--- src/rtl/lh_message_streamer_if.sv ---
// Bus bundle between the host/testbench and the light-hash message streamer.
// The slave modport is the streamer; the master modport is its host side.
interface lh_message_streamer_if;
  // Host write port and control.
  logic        wr_en;
  logic [7:0]  wr_data;
  logic        start;
  // Hash core return path.
  logic [63:0] digest_in;
  logic        digest_ready_in;
  logic        err_invalid_in;
  // Streamer outputs.
  // Handshake: message_valid qualifies message_byte for exactly one cycle and
  // the core has no ready/backpressure, so a byte is consumed whenever valid=1.
  logic [7:0]  message_byte;
  logic        message_valid;
  logic        busy;
  logic        wr_full;
  logic [5:0]  msg_len;
  logic [63:0] digest_out;
  logic        done;
  logic        err_char;
  logic        err_abort;
  logic [1:0]  dbg_state;

  modport slave (
    input  wr_en, wr_data, start, digest_in, digest_ready_in, err_invalid_in,
    output message_byte, message_valid, busy, wr_full, msg_len, digest_out,
           done, err_char, err_abort, dbg_state
  );

  modport master (
    output wr_en, wr_data, start, digest_in, digest_ready_in, err_invalid_in,
    input  message_byte, message_valid, busy, wr_full, msg_len, digest_out,
           done, err_char, err_abort, dbg_state
  );
endinterface

--- src/rtl/lh_message_streamer.sv ---
// Buffers a filtered ASCII message, streams HEAD/bytes/TAIL to the light-hash
// core with a fixed inter-byte gap, then waits for and captures the digest.
module lh_message_streamer #(
  parameter int         MAX_LEN    = 32,
  parameter logic [7:0] HEAD       = 8'hFF,
  parameter logic [7:0] TAIL       = 8'h00,
  parameter int         GAP_CYCLES = 1,
  parameter int         TIMEOUT    = 64
) (
  input logic clk,
  input logic rst,
  lh_message_streamer_if.slave lh_if
);
  localparam int            AW       = (MAX_LEN > 1) ? $clog2(MAX_LEN) : 1;
  localparam int            TW       = $clog2(TIMEOUT + 1);
  localparam logic [5:0]    LEN_MAX  = 6'(MAX_LEN);
  localparam logic [3:0]    GAP      = 4'(GAP_CYCLES);
  localparam logic [TW-1:0] TMO_LAST = TW'(TIMEOUT - 1);

  typedef enum logic [1:0] {
    ST_IDLE = 2'd0,
    ST_SEND = 2'd1,
    ST_WAIT = 2'd2
  } state_t;

  state_t        r_state, w_state_nxt;
  logic [5:0]    r_len, w_len_nxt;
  logic [6:0]    r_idx, w_idx_nxt;
  logic [3:0]    r_gap, w_gap_nxt;
  logic [TW-1:0] r_tmo, w_tmo_nxt;
  logic [7:0]    r_byte, w_byte_nxt;
  logic          r_valid, w_valid_nxt;
  logic          r_busy;
  logic          r_full;
  logic [63:0]   r_digest, w_digest_nxt;
  logic          r_done, w_done_nxt;
  logic          r_err_char, w_err_char_nxt;
  logic          r_err_abort, w_err_abort_nxt;
  logic          w_wr_accept;
  logic          w_char_ok;
  logic [6:0]    w_len_ext;
  logic [7:0]    w_rd_byte;
  logic [7:0]    r_buf [MAX_LEN];

  assign w_char_ok = ((lh_if.wr_data >= 8'h20) && (lh_if.wr_data <= 8'h7E)) ||
                     ((lh_if.wr_data >= 8'hA1) && (lh_if.wr_data <= 8'hFE));
  assign w_len_ext = {1'b0, r_len};
  // r_idx counts frame items already emitted; item i (1..len) is buffer[i-1].
  assign w_rd_byte = r_buf[AW'(r_idx - 7'd1)];

  always_comb begin
    w_state_nxt     = r_state;
    w_len_nxt       = r_len;
    w_idx_nxt       = r_idx;
    w_gap_nxt       = r_gap;
    w_tmo_nxt       = r_tmo;
    w_byte_nxt      = r_byte;
    w_valid_nxt     = 1'b0;
    w_digest_nxt    = r_digest;
    w_done_nxt      = 1'b0;
    w_err_char_nxt  = 1'b0;
    w_err_abort_nxt = 1'b0;
    w_wr_accept     = 1'b0;
    case (r_state)
      ST_IDLE: begin
        // A full buffer drops every write silently, valid character or not.
        if (lh_if.wr_en && (r_len != LEN_MAX)) begin
          if (w_char_ok) begin
            w_wr_accept = 1'b1;
            w_len_nxt   = r_len + 6'd1;
          end else begin
            w_err_char_nxt = 1'b1;
          end
        end
        if (lh_if.start) begin
          w_state_nxt = ST_SEND;
          w_byte_nxt  = HEAD;
          w_valid_nxt = 1'b1;
          w_idx_nxt   = 7'd1;
          w_gap_nxt   = GAP;
        end
      end
      ST_SEND: begin
        if (lh_if.err_invalid_in) begin
          w_state_nxt     = ST_IDLE;
          w_len_nxt       = 6'd0;
          w_err_abort_nxt = 1'b1;
        end else if (r_gap != 4'd0) begin
          w_gap_nxt = r_gap - 4'd1;
        end else if (r_idx <= w_len_ext) begin
          w_byte_nxt  = w_rd_byte;
          w_valid_nxt = 1'b1;
          w_idx_nxt   = r_idx + 7'd1;
          w_gap_nxt   = GAP;
        end else if (r_idx == w_len_ext + 7'd1) begin
          w_byte_nxt  = TAIL;
          w_valid_nxt = 1'b1;
          w_idx_nxt   = r_idx + 7'd1;
          w_gap_nxt   = GAP;
        end else begin
          w_state_nxt = ST_WAIT;
          w_tmo_nxt   = '0;
        end
      end
      ST_WAIT: begin
        // Core error outranks a same-cycle digest_ready.
        if (lh_if.err_invalid_in || (!lh_if.digest_ready_in && (r_tmo == TMO_LAST))) begin
          w_state_nxt     = ST_IDLE;
          w_len_nxt       = 6'd0;
          w_err_abort_nxt = 1'b1;
        end else if (lh_if.digest_ready_in) begin
          w_state_nxt  = ST_IDLE;
          w_len_nxt    = 6'd0;
          w_digest_nxt = lh_if.digest_in;
          w_done_nxt   = 1'b1;
        end else begin
          w_tmo_nxt = r_tmo + TW'(1);
        end
      end
      default: begin
        w_state_nxt = ST_IDLE;
      end
    endcase
  end

  always_ff @(posedge clk) begin
    if (rst) begin
      r_state     <= ST_IDLE;
      r_len       <= 6'd0;
      r_idx       <= 7'd0;
      r_gap       <= 4'd0;
      r_tmo       <= '0;
      r_byte      <= 8'h00;
      r_valid     <= 1'b0;
      r_busy      <= 1'b0;
      r_full      <= 1'b0;
      r_digest    <= 64'h0;
      r_done      <= 1'b0;
      r_err_char  <= 1'b0;
      r_err_abort <= 1'b0;
    end else begin
      r_state     <= w_state_nxt;
      r_len       <= w_len_nxt;
      r_idx       <= w_idx_nxt;
      r_gap       <= w_gap_nxt;
      r_tmo       <= w_tmo_nxt;
      r_byte      <= w_byte_nxt;
      r_valid     <= w_valid_nxt;
      r_busy      <= (w_state_nxt != ST_IDLE);
      r_full      <= (w_len_nxt == LEN_MAX);
      r_digest    <= w_digest_nxt;
      r_done      <= w_done_nxt;
      r_err_char  <= w_err_char_nxt;
      r_err_abort <= w_err_abort_nxt;
    end
  end

  always_ff @(posedge clk) begin
    if (!rst && w_wr_accept) begin
      r_buf[AW'(r_len)] <= lh_if.wr_data;
    end
  end

  assign lh_if.message_byte  = r_byte;
  assign lh_if.message_valid = r_valid;
  assign lh_if.busy          = r_busy;
  assign lh_if.wr_full       = r_full;
  assign lh_if.msg_len       = r_len;
  assign lh_if.digest_out    = r_digest;
  assign lh_if.done          = r_done;
  assign lh_if.err_char      = r_err_char;
  assign lh_if.err_abort     = r_err_abort;
  assign lh_if.dbg_state     = r_state;
endmodule
--- src/flat_wrapper.sv ---
// flat-port wrapper written by rule: the top's interface ports become plain ports
module lh_message_streamer_flat 
#(
  parameter int         MAX_LEN    = 32,
  parameter logic [7:0] HEAD       = 8'hFF,
  parameter logic [7:0] TAIL       = 8'h00,
  parameter int         GAP_CYCLES = 1,
  parameter int         TIMEOUT    = 64
)
  (clk, rst, lh_if_wr_en, lh_if_wr_data, lh_if_start, lh_if_digest_in, lh_if_digest_ready_in, lh_if_err_invalid_in, lh_if_message_byte, lh_if_message_valid, lh_if_busy, lh_if_wr_full, lh_if_msg_len, lh_if_digest_out, lh_if_done, lh_if_err_char, lh_if_err_abort, lh_if_dbg_state);
  lh_message_streamer_if lh_if_i ();
  input logic clk;
  input logic rst;
  input wire logic [$bits(lh_if_i.wr_en)-1:0] lh_if_wr_en;
  input wire logic [$bits(lh_if_i.wr_data)-1:0] lh_if_wr_data;
  input wire logic [$bits(lh_if_i.start)-1:0] lh_if_start;
  input wire logic [$bits(lh_if_i.digest_in)-1:0] lh_if_digest_in;
  input wire logic [$bits(lh_if_i.digest_ready_in)-1:0] lh_if_digest_ready_in;
  input wire logic [$bits(lh_if_i.err_invalid_in)-1:0] lh_if_err_invalid_in;
  output wire logic [$bits(lh_if_i.message_byte)-1:0] lh_if_message_byte;
  output wire logic [$bits(lh_if_i.message_valid)-1:0] lh_if_message_valid;
  output wire logic [$bits(lh_if_i.busy)-1:0] lh_if_busy;
  output wire logic [$bits(lh_if_i.wr_full)-1:0] lh_if_wr_full;
  output wire logic [$bits(lh_if_i.msg_len)-1:0] lh_if_msg_len;
  output wire logic [$bits(lh_if_i.digest_out)-1:0] lh_if_digest_out;
  output wire logic [$bits(lh_if_i.done)-1:0] lh_if_done;
  output wire logic [$bits(lh_if_i.err_char)-1:0] lh_if_err_char;
  output wire logic [$bits(lh_if_i.err_abort)-1:0] lh_if_err_abort;
  output wire logic [$bits(lh_if_i.dbg_state)-1:0] lh_if_dbg_state;
  assign lh_if_i.wr_en = lh_if_wr_en;
  assign lh_if_i.wr_data = lh_if_wr_data;
  assign lh_if_i.start = lh_if_start;
  assign lh_if_i.digest_in = lh_if_digest_in;
  assign lh_if_i.digest_ready_in = lh_if_digest_ready_in;
  assign lh_if_i.err_invalid_in = lh_if_err_invalid_in;
  assign lh_if_message_byte = lh_if_i.message_byte;
  assign lh_if_message_valid = lh_if_i.message_valid;
  assign lh_if_busy = lh_if_i.busy;
  assign lh_if_wr_full = lh_if_i.wr_full;
  assign lh_if_msg_len = lh_if_i.msg_len;
  assign lh_if_digest_out = lh_if_i.digest_out;
  assign lh_if_done = lh_if_i.done;
  assign lh_if_err_char = lh_if_i.err_char;
  assign lh_if_err_abort = lh_if_i.err_abort;
  assign lh_if_dbg_state = lh_if_i.dbg_state;
  lh_message_streamer #(.MAX_LEN(MAX_LEN), .HEAD(HEAD), .TAIL(TAIL), .GAP_CYCLES(GAP_CYCLES), .TIMEOUT(TIMEOUT)) u_core (.clk(clk), .rst(rst), .lh_if(lh_if_i));
endmodule
--- config.mk ---
export PLATFORM = sky130hd
export DESIGN_NAME = lh_message_streamer_flat
export DESIGN_NICKNAME = d
export VERILOG_FILES = /design/src/rtl/lh_message_streamer_if.sv /design/src/rtl/lh_message_streamer.sv /design/src/flat_wrapper.sv
export SDC_FILE = /design/constraint.sdc
export NUM_CORES = 1
export LEC_CHECK = 0
export ABC_AREA = 1
export BUFFER_PORTS_ARGS = -buffer_cell sky130_fd_sc_hd__buf_2
export CORE_MARGIN = 5
export CORE_UTILIZATION = 53
export DETAILED_ROUTE_END_ITERATION = 7
export PLACE_DENSITY = 0.76
export SETUP_SLACK_MARGIN = 0.5
export SYNTH_ARGS = -nofsm -noshare
export SYNTH_HDL_FRONTEND = slang
export SYNTH_SLANG_ARGS = --single-unit
--- constraint.sdc ---
create_clock -name clk -period 2.3 [get_ports clk]
set_clock_uncertainty 0.1 [all_clocks]
set_input_delay 0.23 -clock clk [delete_from_list [all_inputs] [get_ports clk]]
set_output_delay 0.23 -clock clk [all_outputs]
set_load 0.005 [all_outputs]
==> qor.csv, run 1 <==
stage;metric;value;unit
place;port_buffers;163;
clock_tree;cts-root-buf;clkbuf_16;
global_routing;grt_overflow;0;
synthesis;avgSynthCellArea;9.714;sq um
sta;finalCriticalPeriod;2.308;ns
route;vias;13420;
synthesis;netlist_area;15280;sq um
synthesis;ys_warn_count;0;
route;wl_met3;4285;microns
synthesis;synth_edf_count;256;
sta;final_hold_viol_count;0;
worst_setup_path;crit_path_max_fanout;7;
die;core-area;28550;sq um
run;cap_violations;0;
global_routing;antenna_found_initial;1;
route;wl_met2;23860;microns
clock_tree;cts.sinks;360;
place;placedCellCount;2093;
sta;relSlewSlack;61.23;%
sta;fin_crit_sh;100.3;%
route;remaining_drc_errors;0;
die;rows;62;
finish;area_growth;33.88;%
die;die-width;179.8;microns
die;start_util;53.52;%
synthesis;syn_inst;1573;
worst_setup_path;critPathCaptureType;flip-flop;
route;wl;49040;microns
die;die_area;32320;sq um
synthesis;ys.flop_type;edfxtp_1;
route;top_layer;met4;
sta;final_max_slew_viol_count;0;
worst_setup_path;critical_path_class;reg -> reg;
sta;finalSetupViolCount;1;
power_and_ir_drop;max-vdd-ir-drop;0.6885;mV
sta;whs;0.1445;ns
synthesis;ys_ff_latch;360;
route;drt_iter0_markers;1813;
synthesis;synth_top_area_share;50.31;%
place;hpwl;25460;microns
status;outcome;finished, violations left;
power_and_ir_drop;leakagePower;8.262;nW
synthesis;ys_top_cells_by_count;nand2_1, nand3_1, edfxtp_1, nor2_1, dfxtp_1;
worst_setup_path;cp_cell_sequence;inv_6 > ha_4 > inv_2 > nand2_1 > nand2_1 > nor2_2 > nand3_2 > nor2_4 > nand3_4 > nand3_4 > buf_8 > nand2_8 > o21ai_0 > nor2_1;
die;io_pins;164;
place;gp_congestion;0.8854;
synthesis;seq_area_frac_synth;63.94;%
finish;multi_input_area;5932;sq um
die;fp.dieH;179.8;microns
route;ant_nets;0;
synthesis;synth_most_common_cell;nand2_1;
finish;seq_area;9798;sq um
route;routed_via_density;5.868;
clock_tree;clk_pin_slew;0.06;ns
finish;finalNonFillerCells;2287;
route;wirelength_met1;17820;microns
route;wl_per_cell;21.44;microns
finish;utilization;71.66;%
worst_setup_path;crit_path_top_delay_cell;dfxtp_4;
power_and_ir_drop;p_per_area;811.2;nW/um^2
finish;fin_nets;1971;
synthesis;async_flop_share;0;%
global_routing;grt_max_degree;132;
clock_tree;cts_tree;built;
worst_setup_path;arrival;2.63;ns
clock_tree;cts-buffers-inserted;37;
worst_setup_path;crit_required;2.63;ns
global_routing;grt_pass1_vias;12550;
clock_tree;insertion_delay;0.55;ns
sta;max_freq;433.3;MHz
finish;final_area;20460;sq um
hold_path;hp-class;in -> reg;
global_routing;grt_use_total;26.29;%
synthesis;yosys-top-cells-area;edfxtp_1, dfxtp_1, nand2_1, nand3_1, nor2_1;
route;drtPass1Iterations;7;
sta;grt_setup_unrepaired;true;
clock_tree;htree_levels;2;
clock_tree;cts.path.max_buffers;3;
global_routing;grt_pass1_wl;68500;microns
place;place_area;17190;sq um
status;violations;setup timing;
sta;setup_slack;-0.007935;ns
synthesis;synth_fp_nets;1670;
worst_setup_path;start_kind;flip-flop;
synthesis;ys_types;36;
finish;drive_gt1_share;28.50;%
sta;worst_pin_slew;0.5799;ns
worst_setup_path;cpPeakStageDelay;0.39;ns
finish;fillCellCount;1878;
synthesis;synth.largest_area_cell;edfxtp_1;
==> power breakdown <==
part | total, W | internal (W) | switching [W]
Combinational | 0.00373 | 0.00136 | 0.00237
Clock | 0.00580 | 0.00328 | 0.00252
Sequential | 0.00707 | 0.00701 | 0.0000625
Total | 0.0166 | 0.0116 | 0.00495
==> cell usage in the layout (no fill, tap or decap), drive strengths merged, types with 7 or more instances in the layout <==
cell | netlist | final
clkbuf | 37 | 51
xor2 | 7 | 7
nand4 | 13 | 13
nor2 | 220 | 220
o21ai | 85 | 85
a21oi | 23 | 23
dfxtp | 104 | 104
edfxtp | 256 | 256
inv | 63 | 62
ha | 19 | 19
nand2 | 415 | 415
buf | 45 | 271
nand3 | 273 | 275
dlygate4sd3 | 0 | 69
clkinv | 0 | 15
==> repair_timing <==
item,4_1_cts,5_1_grt
hold endpoints to repair,83,0
resized for setup,104,114
hold buffers,69,0
setup buffers,34,16
pin swaps,43,51
setup endpoints to repair,332,359
gates cloned,5,2
==> registers in the layout (all words and copies together) (netlist names), 2 cells and up <==
signal	flops
u_core.r_gap	4
u_core.lh_if.dbg_state	2
u_core.lh_if.digest_out	64
u_core.r_idx	7
u_core.lh_if.message_byte	8
u_core.lh_if.msg_len	6
u_core.r_tmo	7
u_core.r_buf	256
==> cells by family after synthesis <==
kind of cell    synth area share [%]
simple gates                   26.33
flops                          63.94
buf+inv                        3.980
compound gates                 3.693
fa+ha+maj                      1.556
xor+xnor                      0.5077
==> routing by layer <==
metal | vias up | track usage [%]
li1 | 5956 | -
met1 | 6297 | 33.41
met2 | 914 | 44.41
met3 | 253 | 4.042
met4 | 0 | 12.53
met5 | - | 0
==> final cells by class <==
class,instances,area share [%]
Antenna cell,1,0.01223
Clock buffer,49,4.997
Clock inverter,18,0.7156
Inverter,63,1.413
Multi-Input combinational cell,1070,29.00
Sequential cell,360,47.90
Tap cell,384,2.349
Timing Repair Buffer,342,13.62
==> worst paths after layout <==
check                        startpoint                         end  slack [ns]  cells past startpoint
max             u_core.lh_if.msg_len[0]             u_core.r_gap[1]      -0.008                     14
min                                 rst             u_core.r_tmo[1]        0.14                      3
max reg2reg     u_core.lh_if.msg_len[0]             u_core.r_gap[1]      -0.008                     14
min reg2reg  u_core.lh_if.digest_out[6]  u_core.lh_if.digest_out[6]        0.41                      2
==> through the flow <==
| step | total power (W) | setup WS (ns) | setup TNS [ns] |
|---|---|---|---|
| 6_report | 0.01659 | -0.007935 | -0.007935 |
| 3_5_place_dp | 0.009959 | 0.03502 | 0 |
| 3_3_place_gp | 0.009916 | 0.1089 | 0 |
| 5_1_grt | 0.01715 | -0.07857 | -0.2276 |
| 4_1_cts | 0.01615 | 0.1966 | 0 |
| 2_1_floorplan | 0.009080 | 0.1605 | 0 |
==> worst max-delay path, delay by kind of cell, from the launching register on <==
kind	cells	cell delay [ns]
buffers and inverters	3	0.25
flip-flops	1	0.39
AO/OA/AOI/OAI	1	0.21
adder cells (fa/ha/maj)	1	0.29
AND/OR/NAND/NOR	9	0.94
Power figures use the tool's default switching activity.
==> run 2: changes to the inputs <==
--- a/config.mk
+++ b/config.mk
@@ -9,6 +9,7 @@
 export BUFFER_PORTS_ARGS = -buffer_cell sky130_fd_sc_hd__buf_2
 export CORE_MARGIN = 5
 export CORE_UTILIZATION = 53
+export CTS_BUF_LIST = sky130_fd_sc_hd__clkbuf_16
 export DETAILED_ROUTE_END_ITERATION = 7
 export PLACE_DENSITY = 0.76
 export SETUP_SLACK_MARGIN = 0.5
==> run 2 against run 1 <==
  * The flow still finishes with violations (setup timing)
  * Die area unchanged
  * First-iteration DRC count is 11% lower
  * Global-route usage is 0.20 points higher
  * Core utilization rose by 0.096 points
  * Sequential power about the same
  * Non-clock buffer count unchanged
  * Clock power decreased by 2%
  * Critical path depth decreased by 1
  * Flip-flop and latch count unchanged
  * Register-to-register slack lost 0.11 ns
  * Cell count did not move
  * Hold slack worse by 0.010 ns
  * Highest routed layer unchanged
==> qor.csv, run 2 (synthesis results as in run 1) <==
stage;metric;value;unit;change
worst_setup_path;r2r_slack;-0.12;ns;was -0.008 ns
place;port_buffers;163;;unchanged
sta;finalSetupViolCount;2;;was 1
route;wl;49100;microns;was 49,040 microns
place;gp_congestion;0.8854;;unchanged
finish;layout_common_cells;nand2_1, edfxtp_1, nand3_1, nor2_1, buf_2;;unchanged
clock_tree;cts.path.max_buffers;3;;unchanged
die;start_util;53.52;%;unchanged
worst_setup_path;crit_required;2.62;ns;was 2.63 ns
status;violations;setup timing;;unchanged
worst_setup_path;crit_path_top_delay_cell;dfxtp_4;;unchanged
global_routing;antenna_found_initial;0;;was 1
clock_tree;clk_pin_slew;0.07;ns;was 0.06 ns
die;io_pins;164;;unchanged
clock_tree;cts_tree;built;;unchanged
sta;relSlewSlack;61.12;%;was 61.23%
finish;top_register;u_core.r_buf;;unchanged
run;cap_violations;0;;unchanged
clock_tree;cts-root-buf;clkbuf_16;;unchanged
worst_setup_path;start_kind;flip-flop;;unchanged
clock_tree;cts-buffers-inserted;37;;unchanged
place;hpwl;25460;microns;unchanged
sta;max_freq;413.8;MHz;was 433.3 MHz
worst_setup_path;arrival;2.74;ns;was 2.63 ns
global_routing;grt_overflow;0;;unchanged
power_and_ir_drop;leakagePower;8.301;nW;was 8.262 nW
die;die_area;32320;sq um;unchanged
die;fp.dieH;179.8;microns;unchanged
global_routing;grt_max_degree;130;;was 132
route;drtPass1Iterations;6;;was 7
finish;insertedDiodeCount;0;;was 1
clock_tree;cts.sinks;360;;unchanged
die;die-width;179.8;microns;unchanged
global_routing;grt_pass1_vias;12570;;was 12,550
route;ant_nets;0;;unchanged
status;outcome;finished, violations left;;unchanged
sta;fin_crit_sh;105.1;%;was 100.3%
finish;finalNonFillerCells;2287;;unchanged
global_routing;grt_pass1_wl;68790;microns;was 68,500 microns
finish;final_common_cell;nand2_1;;unchanged
worst_setup_path;r2r_cells;13;;was 14
route;wl_per_cell;21.47;microns;was 21.44 microns
worst_setup_path;critical_path_class;reg -> reg;;unchanged
worst_setup_path;critPathCaptureType;flip-flop;;unchanged
finish;area_growth;34.06;%;was 33.88%
power_and_ir_drop;max-vdd-ir-drop;0.6872;mV;was 0.6885 mV
sta;worst_pin_slew;0.5816;ns;was 0.5799 ns
worst_setup_path;crit_path_max_fanout;7;;unchanged
sta;fin_setup_tns;-0.1362;ns;was -0.007935 ns
route;drt_iter0_markers;1608;;was 1,813
route;remaining_drc_errors;0;;unchanged
worst_setup_path;r2r-end;u_core.r_idx[6];;was u_core.r_gap[1]
hold_path;holdPathEnd;u_core.r_buf[1][4];;was u_core.r_tmo[1]
route;vias;13460;;was 13,420
sta;final_max_slew_viol_count;0;;unchanged
place;placedCellCount;2093;;unchanged
worst_setup_path;critPathTopFamily;simple AND/OR/NAND/NOR gates;;unchanged
route;routed_via_density;5.887;;was 5.868
finish;fillCellCount;1856;;was 1,878
power_and_ir_drop;p_per_area;809.9;nW/um^2;was 811.2 nW/um^2
worst_setup_path;cpPeakStageDelay;0.38;ns;was 0.39 ns
clock_tree;insertion_delay;0.55;ns;about the same
finish;fin_nets;1972;;was 1,971
hold_path;holdPathStages;2;;was 3
sta;final_hold_viol_count;0;;unchanged
worst_setup_path;rr_startpoint;u_core.lh_if.msg_len[1];;was u_core.lh_if.msg_len[0]
finish;drive_gt1_share;29.43;%;was 28.50%
hold_path;hp-class;in -> reg;;unchanged
sta;setup_slack;-0.1169;ns;was -0.007935 ns
clock_tree;htree_levels;2;;unchanged
sta;grt_setup_unrepaired;true;;unchanged
worst_setup_path;cp_cell_sequence;buf_12 > ha_4 > nand3_2 > nand2_2 > nand2_1 > nand2_1 > nand2_2 > nor2_4 > nand3_4 > nand3_4 > buf_6 > nand4_1 > a21oi_1;;was inv_6 > ha_4 > inv_2 > nand2_1 > nand2_1 > nor2_2 > nand3_2 > nor2_4 > nand3_4 > nand3_4 > buf_8 > nand2_8 > o21ai_0 > nor2_1
die;core-area;28550;sq um;unchanged
finish;largest_reg_flops;256;;unchanged
global_routing;grt_use_total;26.50;%;was 26.29%
sta;finalCriticalPeriod;2.417;ns;was 2.308 ns
die;rows;62;;unchanged
worst_setup_path;path_buf_inv;2;;was 3
hold_path;min_from;lh_if_wr_data[4];;was rst
run 2: worst reg2reg max path: cells and delay by family (launching register included):
family,cells,cell delay [ns]
DFF,1,0.38
buffers and inverters,2,0.28
adders and majority gates,1,0.18
and+or+nand+nor,9,1.00
AOI/OAI and AO/OA,1,0.34
run 2: cell type report:
class                      count  area (sq um)  share of cell area, %
clock inverter                29         187.7                 0.9162
clock buffer                  38         950.9                  4.642
timing repair buffer         342          2813                  13.73
multi-input combinational   1071          5982                  29.20
tap                          384         480.5                  2.345
inverter                      63         274.0                  1.338
sequential                   360          9797                  47.83
run 2: how the worst max path moves through the flow:
stage | cells past startpoint | to | start
6_report | 13 | u_core.r_idx[6] | u_core.lh_if.msg_len[1]
5_1_grt | 13 | u_core.r_idx[6] | u_core.lh_if.msg_len[1]
4_1_cts | 10 | u_core.r_buf[20][7] | u_core.lh_if.msg_len[0]
3_5_place_dp | 10 | u_core.r_buf[20][7] | u_core.lh_if.msg_len[1]
3_3_place_gp | 10 | u_core.r_buf[20][7] | u_core.lh_if.msg_len[0]
2_1_floorplan | 9 | u_core.r_buf[20][0] | u_core.lh_if.msg_len[0]
run 2: what timing repair did:
item / CTS / global route
cloned: 8 / 1
buffers inserted: 35 / 14
hold buffers: 69 / 0
resized for setup: 104 / 107
pin swaps: 34 / 69
hold endpoints to repair: 83 / 0
setup endpoints to repair: 333 / 347
run 2: per-layer routing:
layer | GRT usage (%) | vias to the layer above | part of all wire (%)
met3 | 3.557 | 227 | 8.8
li1 | - | 5955 | -
met4 | 12.34 | 0 | 5.7
met2 | 45.30 | 902 | 49
met5 | 0 | - | 0
met1 | 33.65 | 6380 | 36
run 2: where the power goes:
group          switching [W]  internal, W
registers          0.0000671      0.00701
logic                0.00242      0.00143
clock network        0.00253      0.00314
total                0.00501       0.0116
run 2: metrics by stage:
stage / power [W] / hold WS, ns / cell area (sq um) / util, % / setup WS, ns
2_1_floorplan: 0.009080 / 0.2289 / 15770 / - / 0.1605
3_3_place_gp: 0.009916 / 0.3520 / 17190 / 60.23 / 0.1089
3_5_place_dp: 0.009959 / 0.3579 / 17190 / 60.23 / 0.03502
4_1_cts: 0.01614 / 0.1038 / 19890 / 69.68 / 0.2311
5_1_grt: 0.01716 / 0.1316 / 20480 / 71.76 / -0.2077
6_report: 0.01659 / 0.1345 / 20480 / 71.76 / -0.1169
